<file path="config.mk">
export PLATFORM = sky130hd
export DESIGN_NAME = instr_sequencer
export DESIGN_NICKNAME = d
export VERILOG_FILES = /design/src/rtl/instr_sequencer.sv
export SDC_FILE = /design/constraint.sdc
export NUM_CORES = 1
export LEC_CHECK = 0
export ABC_CLOCK_PERIOD_IN_PS = 4700
export BUFFER_PORTS_ARGS = -buffer_cell sky130_fd_sc_hd__buf_2
export CELL_PAD_IN_SITES_DETAIL_PLACEMENT = 2
export CELL_PAD_IN_SITES_GLOBAL_PLACEMENT = 2
export CORE_UTILIZATION = 31
export DETAILED_ROUTE_END_ITERATION = 10
export GPL_ROUTABILITY_DRIVEN = 0
export PLACE_DENSITY_LB_ADDON = 0.08
export SETUP_SLACK_MARGIN = 0.2
export SLEW_MARGIN = 0
export SYNTH_ARGS = -nofsm -noshare
export SYNTH_HDL_FRONTEND = slang
export SYNTH_SLANG_ARGS = --single-unit
</file>
<file path="constraint.sdc">
create_clock -name clk -period 4.7 [get_ports clk]
set_clock_uncertainty 0.05 [all_clocks]
set_input_delay 0.47 -clock clk [delete_from_list [all_inputs] [get_ports clk]]
set_output_delay 0.47 -clock clk [all_outputs]
set_load 0.02 [all_outputs]
</file>
<file path="src/rtl/instr_sequencer.sv">
// Instruction front end: assembles 1-4 six-bit beats into one instruction and
// holds it on a valid/ready interface to execute, counting completed issues.
module instr_sequencer #(
    parameter logic [7:0] REG_MASK = 8'b0111_1110,
    parameter logic [7:0] IMM_MASK = 8'b0110_0000
) (
    input  logic       clk,
    input  logic       rst,
    input  logic [5:0] in,
    input  logic       in_valid,
    output logic       in_ready,
    input  logic       flush,
    output logic       op_valid,
    input  logic       op_ready,
    output logic [2:0] opcode,
    output logic [2:0] src_a,
    output logic [2:0] src_b,
    output logic [2:0] dest,
    output logic [7:0] imm,
    output logic [7:0] instr_count
);

    typedef enum logic [2:0] {OP, REG, IMM_LO, IMM_HI, ISSUE} state_t;

    state_t     state;
    logic [2:0] in_op;

    assign in_ready = (state != ISSUE);
    assign in_op    = in[5:3];

    always_ff @(posedge clk) begin
        if (rst) begin
            state       <= OP;
            op_valid    <= 1'b0;
            opcode      <= '0;
            src_a       <= '0;
            src_b       <= '0;
            dest        <= '0;
            imm         <= '0;
            instr_count <= '0;
        end else begin
            // A handshake on the flush edge is already consumed downstream.
            if (op_valid && op_ready)
                instr_count <= instr_count + 8'd1;

            if (flush) begin
                state    <= OP;
                op_valid <= 1'b0;
            end else begin
                case (state)
                    OP: if (in_valid) begin
                        opcode <= in_op;
                        src_a  <= in[2:0];
                        src_b  <= '0;
                        dest   <= '0;
                        imm    <= '0;
                        if (REG_MASK[in_op])
                            state <= REG;
                        else if (IMM_MASK[in_op])
                            state <= IMM_LO;
                        else begin
                            state    <= ISSUE;
                            op_valid <= 1'b1;
                        end
                    end
                    // Class decided from the opcode latched at OP time.
                    REG: if (in_valid) begin
                        src_b <= in[5:3];
                        dest  <= in[2:0];
                        if (IMM_MASK[opcode])
                            state <= IMM_LO;
                        else begin
                            state    <= ISSUE;
                            op_valid <= 1'b1;
                        end
                    end
                    IMM_LO: if (in_valid) begin
                        imm[5:0] <= in;
                        state    <= IMM_HI;
                    end
                    IMM_HI: if (in_valid) begin
                        imm[7:6] <= in[1:0];
                        state    <= ISSUE;
                        op_valid <= 1'b1;
                    end
                    ISSUE: if (op_ready) begin
                        state    <= OP;
                        op_valid <= 1'b0;
                    end
                    default: begin
                        state    <= OP;
                        op_valid <= 1'b0;
                    end
                endcase
            end
        end
    end

endmodule

</file>
==> results of run 1 <==
-- report_power, final --
| part | switching, mW | internal, mW |
|---|---|---|
| logic | 0.0373 | 0.0185 |
| clock network | 0.104 | 0.173 |
| registers | 0.00646 | 0.284 |
-- synth_stat cells --
library cell / number / share of area [%]
ha_1: 3 / 2.5
or2b_1: 1 / 0.50
o21ai_0: 4 / 1.3
a311o_1: 2 / 1.3
xor2_1: 4 / 2.3
nor3_1: 2 / 0.67
nor3b_1: 2 / 1.0
nor2b_2: 1 / 0.59
or3_1: 2 / 0.84
or3b_2: 1 / 0.59
dfxtp_1: 33 / 44
nand2b_1: 3 / 1.3
nor4_1: 1 / 0.42
o22ai_1: 2 / 0.84
nand3b_1: 1 / 0.50
nor2_1: 12 / 3.0
inv_1: 7 / 1.8
a31o_2: 1 / 0.59
and2_1: 1 / 0.42
clkbuf_1: 7 / 1.8
and4b_2: 1 / 0.75
nand2_1: 27 / 6.8
or3_2: 1 / 0.50
or3b_4: 1 / 0.75
and2_0: 1 / 0.42
nand4_1: 2 / 0.84
buf_6: 2 / 1.5
a2111oi_2: 1 / 1.0
nor2b_1: 1 / 0.42
nand3_1: 23 / 7.7
xnor2_1: 3 / 1.8
a22oi_1: 3 / 1.5
a21oi_1: 27 / 9.0
a2bb2oi_1: 1 / 0.59
-- metal layers --
layer / track usage (%) / share of wire (%) / wire length [um]
met5: 0 / 0 / 0
met4: 7.41 / 1.7 / 78
met3: 4.64 / 3.5 / 161
met2: 36.2 / 52 / 2400
met1: 21.7 / 43 / 1970
-- path summary, 6_finish.rpt --
check	end	slack [ns]	cells after the start
worst min-delay path	op_valid$_SDFFE_PP0P_	0.37	2
worst max register to register	src_b[0]$_SDFFE_PP0P_	2.52	4
worst max-delay path	in_ready	2.45	3
worst min register to register	imm[2]$_SDFFE_PP0P_	0.41	2
-- through the flow --
step	setup slack, ns	hold slack (ns)
finish	2.45	0.368
global route	2.25	0.374
CTS	2.43	0.366
detailed placement	2.26	0.402
global placement	2.38	0.386
floorplan	2.82	0.480
-- area by class of cell --
type / count / area (sq um) / share of cell area (%)
Inverter: 7 / 26.3 / 1.44
Multi-Input combinational cell: 135 / 759 / 41.5
Clock buffer: 7 / 86.3 / 4.72
Clock inverter: 1 / 30.0 / 1.64
Sequential cell: 33 / 661 / 36.1
Timing Repair Buffer: 40 / 200 / 11.0
Tap cell: 52 / 65.1 / 3.56
-- worst reg2reg max path: stages (launching register included) --
cell and delay (ns):
dfxtp_1 0.39, nor3b_1 0.94, nand2b_1 0.38, nand2_1 0.19
a21oi_1 0.09
-- flip-flops by register name, summed over array words and instances (netlist names), named ones only --
signal	flops
dest	3
imm	8
instr_count	8
op_valid	1
opcode	3
src_a	3
src_b	3
state	3
-- cell families (layout without fill, tap and decap cells) --
kind of cell / after synthesis / in the layout / share of synthesized area (%)
buffers and inverters: 16 / 55 / 5.02
XOR/XNOR: 7 / 7 / 4.10
flip-flops: 33 / 33 / 44.2
AND/OR/NAND/NOR: 84 / 84 / 28.0
adder cells (fa/ha/maj): 3 / 3 / 2.51
AO/OA/AOI/OAI: 41 / 41 / 16.2
==> qor.csv, run 1 <==
metric,value,unit
dpl-instance-area,1710,sq um
die_x,71.5,um
detail-route-antenna-nets,0,
final_hold_viol_count,0,
cts_max_level,2,
cts.sinks,33,
crit_required,4.18,ns
drive_gt1_share,24.2,%
die_h,71.5,um
cts.repair.resized,0,
synth.avg_cell_area,8.13,sq um
design_area,1830,sq um
final_core_utilization,40.6,%
finalPower,0.624,mW
drc,0,
grt_max_degree,33,
clk_pin_slew,0.07,ns
nets,236,
arrival,1.73,ns
start_util,33.2,%
core,4500,sq um
fillers,543,
slowest_stage,nor2_1,
antenna_found_initial,0,
critPathTopFamily,simple AND/OR/NAND/NOR gates,
rsz0062_at_grt,false,
cap_viol_max_count,0,
layout.cells.non_filler,275,
path_max_fanout,21,
cts_tree,done,
die_area,5110,sq um
min_from,flush,
cts_buffers,5,
yosysWarningCount,0,
ys_seq_area_share,44.2,%
grt_pass1_wl,7620,um
cp-end-kind,output port,
crit_chain,nor2_1 -> nand2_1 -> buf_2,
start_kind,flip-flop,
hold_buffers,0,
vdd.ir_drop.worst,0.000175,V
first_pass_iters,4,
area_growth,22.3,%
critPathLaunch,state[1]$_SDFFE_PP0P_,
syn_inst,184,
fin_crit_sh,47.9,%
numPortBuffers,40,
vias,1461,
tns,0,ns
critPathKind,reg2out,
grt_use_total,19.6,%
fmax,0.444,GHz
layout_commonest_cell,buf_2,
syn_nets,198,
setup_viol,0,
cts_root_buf,clkbuf_8,
hpwl,3280,um
n_antenna_cell,0,
worstHoldPathType,in2reg,
drtIter0Drc,44,
rows,24,
gr-total-overflow,0,
power_density,341,nW/um^2
critPathBufInv,1,
final_cell_mix,"40 x buf_2, 33 x dfxtp_1, 27 x nand2_1, 27 x a21oi_1, 23 x nand3_1",
clockBufferDepth,2,
synth_seq_cells,33,
first_global_vias,1558,
min_period,2.25,ns
syn_area,1500,sq um
slew_viol_final,0,
leakage,0.735,nW
r2r-start,state[2]$_SDFFE_PP0P_,
io_pins,41,
yosysUniqueCellTypes,34,
avgViaCountPerCell,5.31,
placed_cells,267,
post_drt_wl_per_cell,16.8,um
relSlewSlack,25.1,%
clock_latency,0.29,ns
cts_setup_buffers,0,
crit_path_max_incr_delay,0.62,ns
status,"finished, final reports clean",
max_slew.worst_pin.slew,1.12,ns
drt-total-wl,4610,um
No activity file was read; power rests on OpenSTA's default activity.
==> run 2, diff against run 1 <==
--- a/config.mk
+++ b/config.mk
@@ -5,11 +5,11 @@
 export SDC_FILE = /design/constraint.sdc
 export NUM_CORES = 1
 export LEC_CHECK = 0
-export ABC_CLOCK_PERIOD_IN_PS = 4700
+export ABC_CLOCK_PERIOD_IN_PS = 2100
 export BUFFER_PORTS_ARGS = -buffer_cell sky130_fd_sc_hd__buf_2
 export CELL_PAD_IN_SITES_DETAIL_PLACEMENT = 2
 export CELL_PAD_IN_SITES_GLOBAL_PLACEMENT = 2
-export CORE_UTILIZATION = 31
+export CORE_UTILIZATION = 29
 export DETAILED_ROUTE_END_ITERATION = 10
 export GPL_ROUTABILITY_DRIVEN = 0
 export PLACE_DENSITY_LB_ADDON = 0.08
==> constraint.sdc (replaced) <==
create_clock -name clk -period 2.1 [get_ports clk]
set_clock_uncertainty 0.05 [all_clocks]
set_input_delay 0.21 -clock clk [delete_from_list [all_inputs] [get_ports clk]]
set_output_delay 0.21 -clock clk [all_outputs]
set_load 0.02 [all_outputs]
==> run 2 against run 1 <==
- clock power up 68%
- register-to-register slack worse by 2.2 ns
- critical path depth up 1
- sequential share of layout area down 0.20 points
- count of clock-buffer cells in the layout up 1
- largest power group unchanged
- non-clock buffer count up 4
- die area up 6.7%
- global-route usage up 0.20 points
- largest cell class unchanged
- final cell count up 6.9%
- total power up 100%
- first-iteration DRC count down 52%
- hold slack worse by 0.27 ns
==> qor.csv, run 2 (synthesized netlist as in run 1, its figures left out) <==
metric,value,unit
grt_pass1_wl,7940,um
tns,0,ns
final_hold_viol_count,0,
cts_root_buf,clkbuf_8,
slowest_stage,or3b_4,
layout_commonest_cell,buf_2,
crit_chain,or3b_4 -> and2_0 -> a311o_1 -> a2111oi_2,
crit_path_max_incr_delay,0.41,ns
die_x,73.8,um
final_cell_mix,"40 x buf_2, 32 x dfxtp_1, 27 x nand2_1, 27 x a21oi_1, 23 x nand3_1",
io_pins,41,
gr-total-overflow,0,
drive_gt1_share,25.1,%
rrSetupSlack,0.34,ns
clockBufferDepth,2,
hold-path-cell-count,2,
critPathBufInv,0,
setup_viol,0,
r2r-start,state[2]$_SDFFE_PP0P_,
dpl-instance-area,1760,sq um
start_util,30.8,%
die_area,5450,sq um
grt_use_total,19.8,%
grt_max_degree,33,
start_kind,flip-flop,
max_slew.worst_pin.slew,0.619,ns
fin_crit_sh,83.6,%
cp-end-kind,flip-flop,
leakage,0.737,nW
cts_buffers,5,
dp_slack,0.145,ns
fillers,567,
drtIter0Drc,21,
path_max_fanout,8,
detail-route-antenna-nets,0,
rsz0062_at_grt,false,
drt-total-wl,4810,um
cts_max_level,2,
relSlewSlack,58.7,%
min_from,flush,
numPortBuffers,40,
power_density,678,nW/um^2
slew_viol_final,0,
arrival,1.90,ns
r2r_end,op_valid$_SDFFE_PP0P_,
clk_pin_slew,0.07,ns
hpwl,3540,um
antenna_found_initial,0,
drc,0,
first_pass_iters,2,
cts.sinks,33,
die_h,73.8,um
first_global_vias,1649,
vias,1495,
design_area,1840,sq um
core,4850,sq um
post_drt_wl_per_cell,16.4,um
area_growth,23.2,%
critPathTopFamily,compound AO/OA/AOI/OAI gates,
min_period,1.76,ns
r2r_cells,4,
cts_tree,done,
fmax,0.570,GHz
whs_endpoint,op_valid$_SDFFE_PP0P_,
clock_latency,0.29,ns
setup_slack,0.344,ns
worstHoldPathType,in2reg,
n_antenna_cell,0,
status,"finished, final reports clean",
nets,240,
vdd.ir_drop.worst,0.000365,V
avgViaCountPerCell,5.09,
rows,25,
crit_required,2.24,ns
critPathKind,reg2reg,
top_regs,"imm: 8 flops, instr_count: 8 flops",
cap_viol_max_count,0,
## run 2: changes by cell type in the layout (fill, tap and decap cells not counted)
| cell | change |
|---|---|
| dfxtp_2 | +1 |
| clkbuf_8 | -1 |
| buf_4 | +4 |
| bufinv_16 | -1 |
| dfxtp_1 | -1 |
| clkbuf_1 | +2 |
## run 2: how the worst max path moves through the flow
stage          cells past startpoint  slack, ns             startpoint                    end
2_1_floorplan                      5       0.41  state[0]$_SDFFE_PP0P_  op_valid$_SDFFE_PP0P_
3_3_place_gp                       7       0.25                  in[3]  op_valid$_SDFFE_PP0P_
3_5_place_dp                       7       0.14                  in[3]  op_valid$_SDFFE_PP0P_
4_1_cts                            4       0.25  state[2]$_SDFFE_PP0P_  op_valid$_SDFFE_PP0P_
5_1_grt                            4       0.22  state[0]$_SDFFE_PP0P_  op_valid$_SDFFE_PP0P_
6_report                           4       0.34  state[2]$_SDFFE_PP0P_  op_valid$_SDFFE_PP0P_
## run 2: through the flow
step	power [mW]	hold slack [ns]	utilization (%)	std cells
6_report	1.25	0.0981	38.0	294
3_3_place_gp	0.790	0.388	36.3	286
2_1_floorplan	0.741	0.229	-	184
3_5_place_dp	0.797	0.398	36.3	286
5_1_grt	1.31	0.101	38.0	294
4_1_cts	1.27	0.0876	38.0	294
## run 2: what timing repair did
action	4_1_cts	5_1_grt
hold endpoints to repair	0	0
gates resized for setup	0	1
hold buffers	0	0
setup buffers	0	0
setup endpoints to repair	0	2
## run 2: layout make-up
type | count | area (sq um) | share of cell area (%)
clock buffers | 8 | 80.1 | 4.35
inverters | 7 | 26.3 | 1.43
multi-input cells | 135 | 759 | 41.2
flip-flops and latches | 33 | 662 | 35.9
well taps | 67 | 83.8 | 4.55
repair buffers | 44 | 230 | 12.5
## run 2: routing by layer
metal | track usage (%) | vias to the layer above | wire length [um]
met4 | 8.55 | 0 | 93
li1 | - | 720 | -
met1 | 21.0 | 732 | 2050
met5 | 0 | - | 0
met3 | 4.94 | 11 | 180
met2 | 36.7 | 32 | 2480
## run 2: where the power goes
group	total [mW]	leakage, nW	internal (mW)	switching [mW]
clock network	0.466	0.0395	0.235	0.231
logic	0.137	0.430	0.0457	0.0915
registers	0.646	0.267	0.636	0.00975
total	1.25	0.737	0.918	0.332
==> run 3, diff against run 2 <==
--- a/config.mk
+++ b/config.mk
@@ -5,11 +5,12 @@
 export SDC_FILE = /design/constraint.sdc
 export NUM_CORES = 1
 export LEC_CHECK = 0
-export ABC_CLOCK_PERIOD_IN_PS = 2100
+export ABC_AREA = 1
+export ABC_CLOCK_PERIOD_IN_PS = 1800
 export BUFFER_PORTS_ARGS = -buffer_cell sky130_fd_sc_hd__buf_2
 export CELL_PAD_IN_SITES_DETAIL_PLACEMENT = 2
 export CELL_PAD_IN_SITES_GLOBAL_PLACEMENT = 2
-export CORE_UTILIZATION = 29
+export CORE_UTILIZATION = 28
 export DETAILED_ROUTE_END_ITERATION = 10
 export GPL_ROUTABILITY_DRIVEN = 0
 export PLACE_DENSITY_LB_ADDON = 0.08
==> constraint.sdc (replaced) <==
create_clock -name clk -period 1.8 [get_ports clk]
set_clock_uncertainty 0.05 [all_clocks]
set_input_delay 0.18 -clock clk [delete_from_list [all_inputs] [get_ports clk]]
set_output_delay 0.18 -clock clk [all_outputs]
set_load 0.02 [all_outputs]
==> run 3 against run 2 <==
- synthesized area grew 4.6%
- synthesized cell count grew 20%
- via count grew 5.8%
- maximum frequency grew 22%
- sequential share of layout area shrank 2.4 points
==> qor.csv, run 3 <==
metric,value,unit
status,"finished, final reports clean",
clockBufferDepth,2,
slew_viol_final,0,
r2r_cells,8,
clk_pin_slew,0.07,ns
leakage,0.932,nW
crit_required,1.93,ns
hold_ws,0.129,ns
n_antenna_cell,0,
antenna_found_initial,0,
post_drt_wl_per_cell,14.4,um
nets,280,
final_hold_viol_count,0,
relSlewSlack,70.6,%
ys.flop_type,dfxtp_1,
first_global_vias,1711,
dpl-instance-area,1850,sq um
worstHoldPathType,in2reg,
synth.avg_cell_area,7.11,sq um
placed_cells,329,
start_kind,flip-flop,
grt_max_degree,14,
syn_inst,220,
hpwl,3800,um
design_area,1980,sq um
yosysMostFrequentCell,nand2_1,
tns,0,ns
area_growth,26.3,%
grt_pass1_wl,8330,um
cts_max_level,2,
hold_buffers,0,
start_util,29.9,%
grt_use_total,18.0,%
synth_common_cells,"50 x nand2_1, 33 x dfxtp_1, 28 x inv_1",
final_cell_mix,"50 x nand2_1, 40 x buf_2, 32 x dfxtp_1, 28 x inv_1, 27 x a21oi_1",
hold-path-cell-count,2,
syn_nets,234,
drtIter0Drc,27,
core,5240,sq um
die_x,76.7,um
drt-total-wl,4850,um
rrSetupSlack,0.37,ns
numPortBuffers,40,
fmax,0.697,GHz
min_period,1.43,ns
first_pass_iters,4,
drive_gt1_share,23.6,%
vias,1581,
arrival,1.56,ns
synth_seq_cells,33,
power_density,888,nW/um^2
yosysUniqueCellTypes,22,
yosysWarningCount,0,
cap_viol_max_count,0,
top_regs,"imm: 8 flops, instr_count: 8 flops",
layout_commonest_cell,nand2_1,
ys_seq_area_share,42.2,%
cts_root_buf,clkbuf_8,
vdd.ir_drop.worst,0.000465,V
cts.sinks,33,
drc,0,
rows,26,
cp-end-kind,flip-flop,
yosysTopAreaCell,dfxtp_1,
path_max_fanout,6,
async_flop_share,0,%
avgViaCountPerCell,4.69,
layout.cells.non_filler,337,
synthTopCellsByArea,"dfxtp_1 42%, nand2_1 12%, a21oi_1 8.6%, inv_1 6.7%, nor2_1 6.0%",
max_slew.worst_pin.slew,0.436,ns
rsz0062_at_grt,true,
cts_buffers,5,
clock_latency,0.28,ns
syn_area,1560,sq um
critPathKind,reg2reg,
detail-route-antenna-nets,0,
die_area,5890,sq um
gr-total-overflow,0,
fin_crit_sh,79.7,%
setup_viol,0,
cts_tree,done,
io_pins,41,
die_h,76.7,um
synth_top_area_share,42.2,%
synth_edf_count,0,
## run 3: repair_timing
item	in CTS	in global routing
setup endpoints to repair	0	3
setup buffers	0	0
hold endpoints to repair	0	0
gates resized for setup	0	2
## run 3: report_power, final
part / switching (mW) / internal, mW
combinational: 0.166 / 0.0798
clock: 0.283 / 0.452
sequential: 0.0179 / 0.756
## run 3: per-stage QoR
step | power [mW] | setup slack (ns) | util [%]
final | 1.75 | 0.365 | 37.7
after global routing | 1.85 | 0.196 | 37.7
after CTS | 1.79 | 0.313 | 37.6
after detailed placement | 1.04 | 0.314 | 35.4
after global placement | 1.03 | 0.331 | 35.4
after floorplan | 0.949 | 0.416 | -
## run 3: routing by layer
metal,track usage [%],routed length (um),up-vias
li1,-,-,796
met1,21.7,2270,754
met2,32.1,2390,29
met3,3.81,165,2
met4,4.62,15,0
met5,0,0,-
## run 3: path summary, 6_finish.rpt
check | from | to
max | state[1]$_SDFFE_PP0P_ | op_valid$_SDFFE_PP0P_
min | rst | dest[1]$_SDFFE_PP0P_
max reg2reg | state[1]$_SDFFE_PP0P_ | op_valid$_SDFFE_PP0P_
min reg2reg | imm[5]$_SDFFE_PP0P_ | imm[5]$_SDFFE_PP0P_
## run 3: cell type report
| cell class | count | area (sq um) |
|---|---|---|
| multi-input cells | 153 | 767 |
| well taps | 70 | 87.6 |
| fillers | 659 | 3260 |
| flip-flops and latches | 33 | 662 |
| clock inverters | 1 | 30.0 |
| repair buffers | 45 | 238 |
| inverters | 28 | 105 |
| clock buffers | 7 | 86.3 |
## run 3: kinds of logic (layout without fill, tap and decap cells)
logic type	after synthesis	count (layout)	synth area share, %
flops	33	33	42.2
fa+ha+maj	3	3	2.40
simple gates	108	108	32.3
buf+inv	34	81	9.04
compound gates	42	42	14.0
## run 3: worst max-delay path, stage by stage (launching register included)
cell,delay (ns)
dfxtp_2,0.36
inv_1,0.17
nand2_1,0.08
nor2_1,0.22
nand2_1,0.13
nand2_1,0.08
nor2_1,0.06
a21oi_1,0.12
nor2_1,0.06
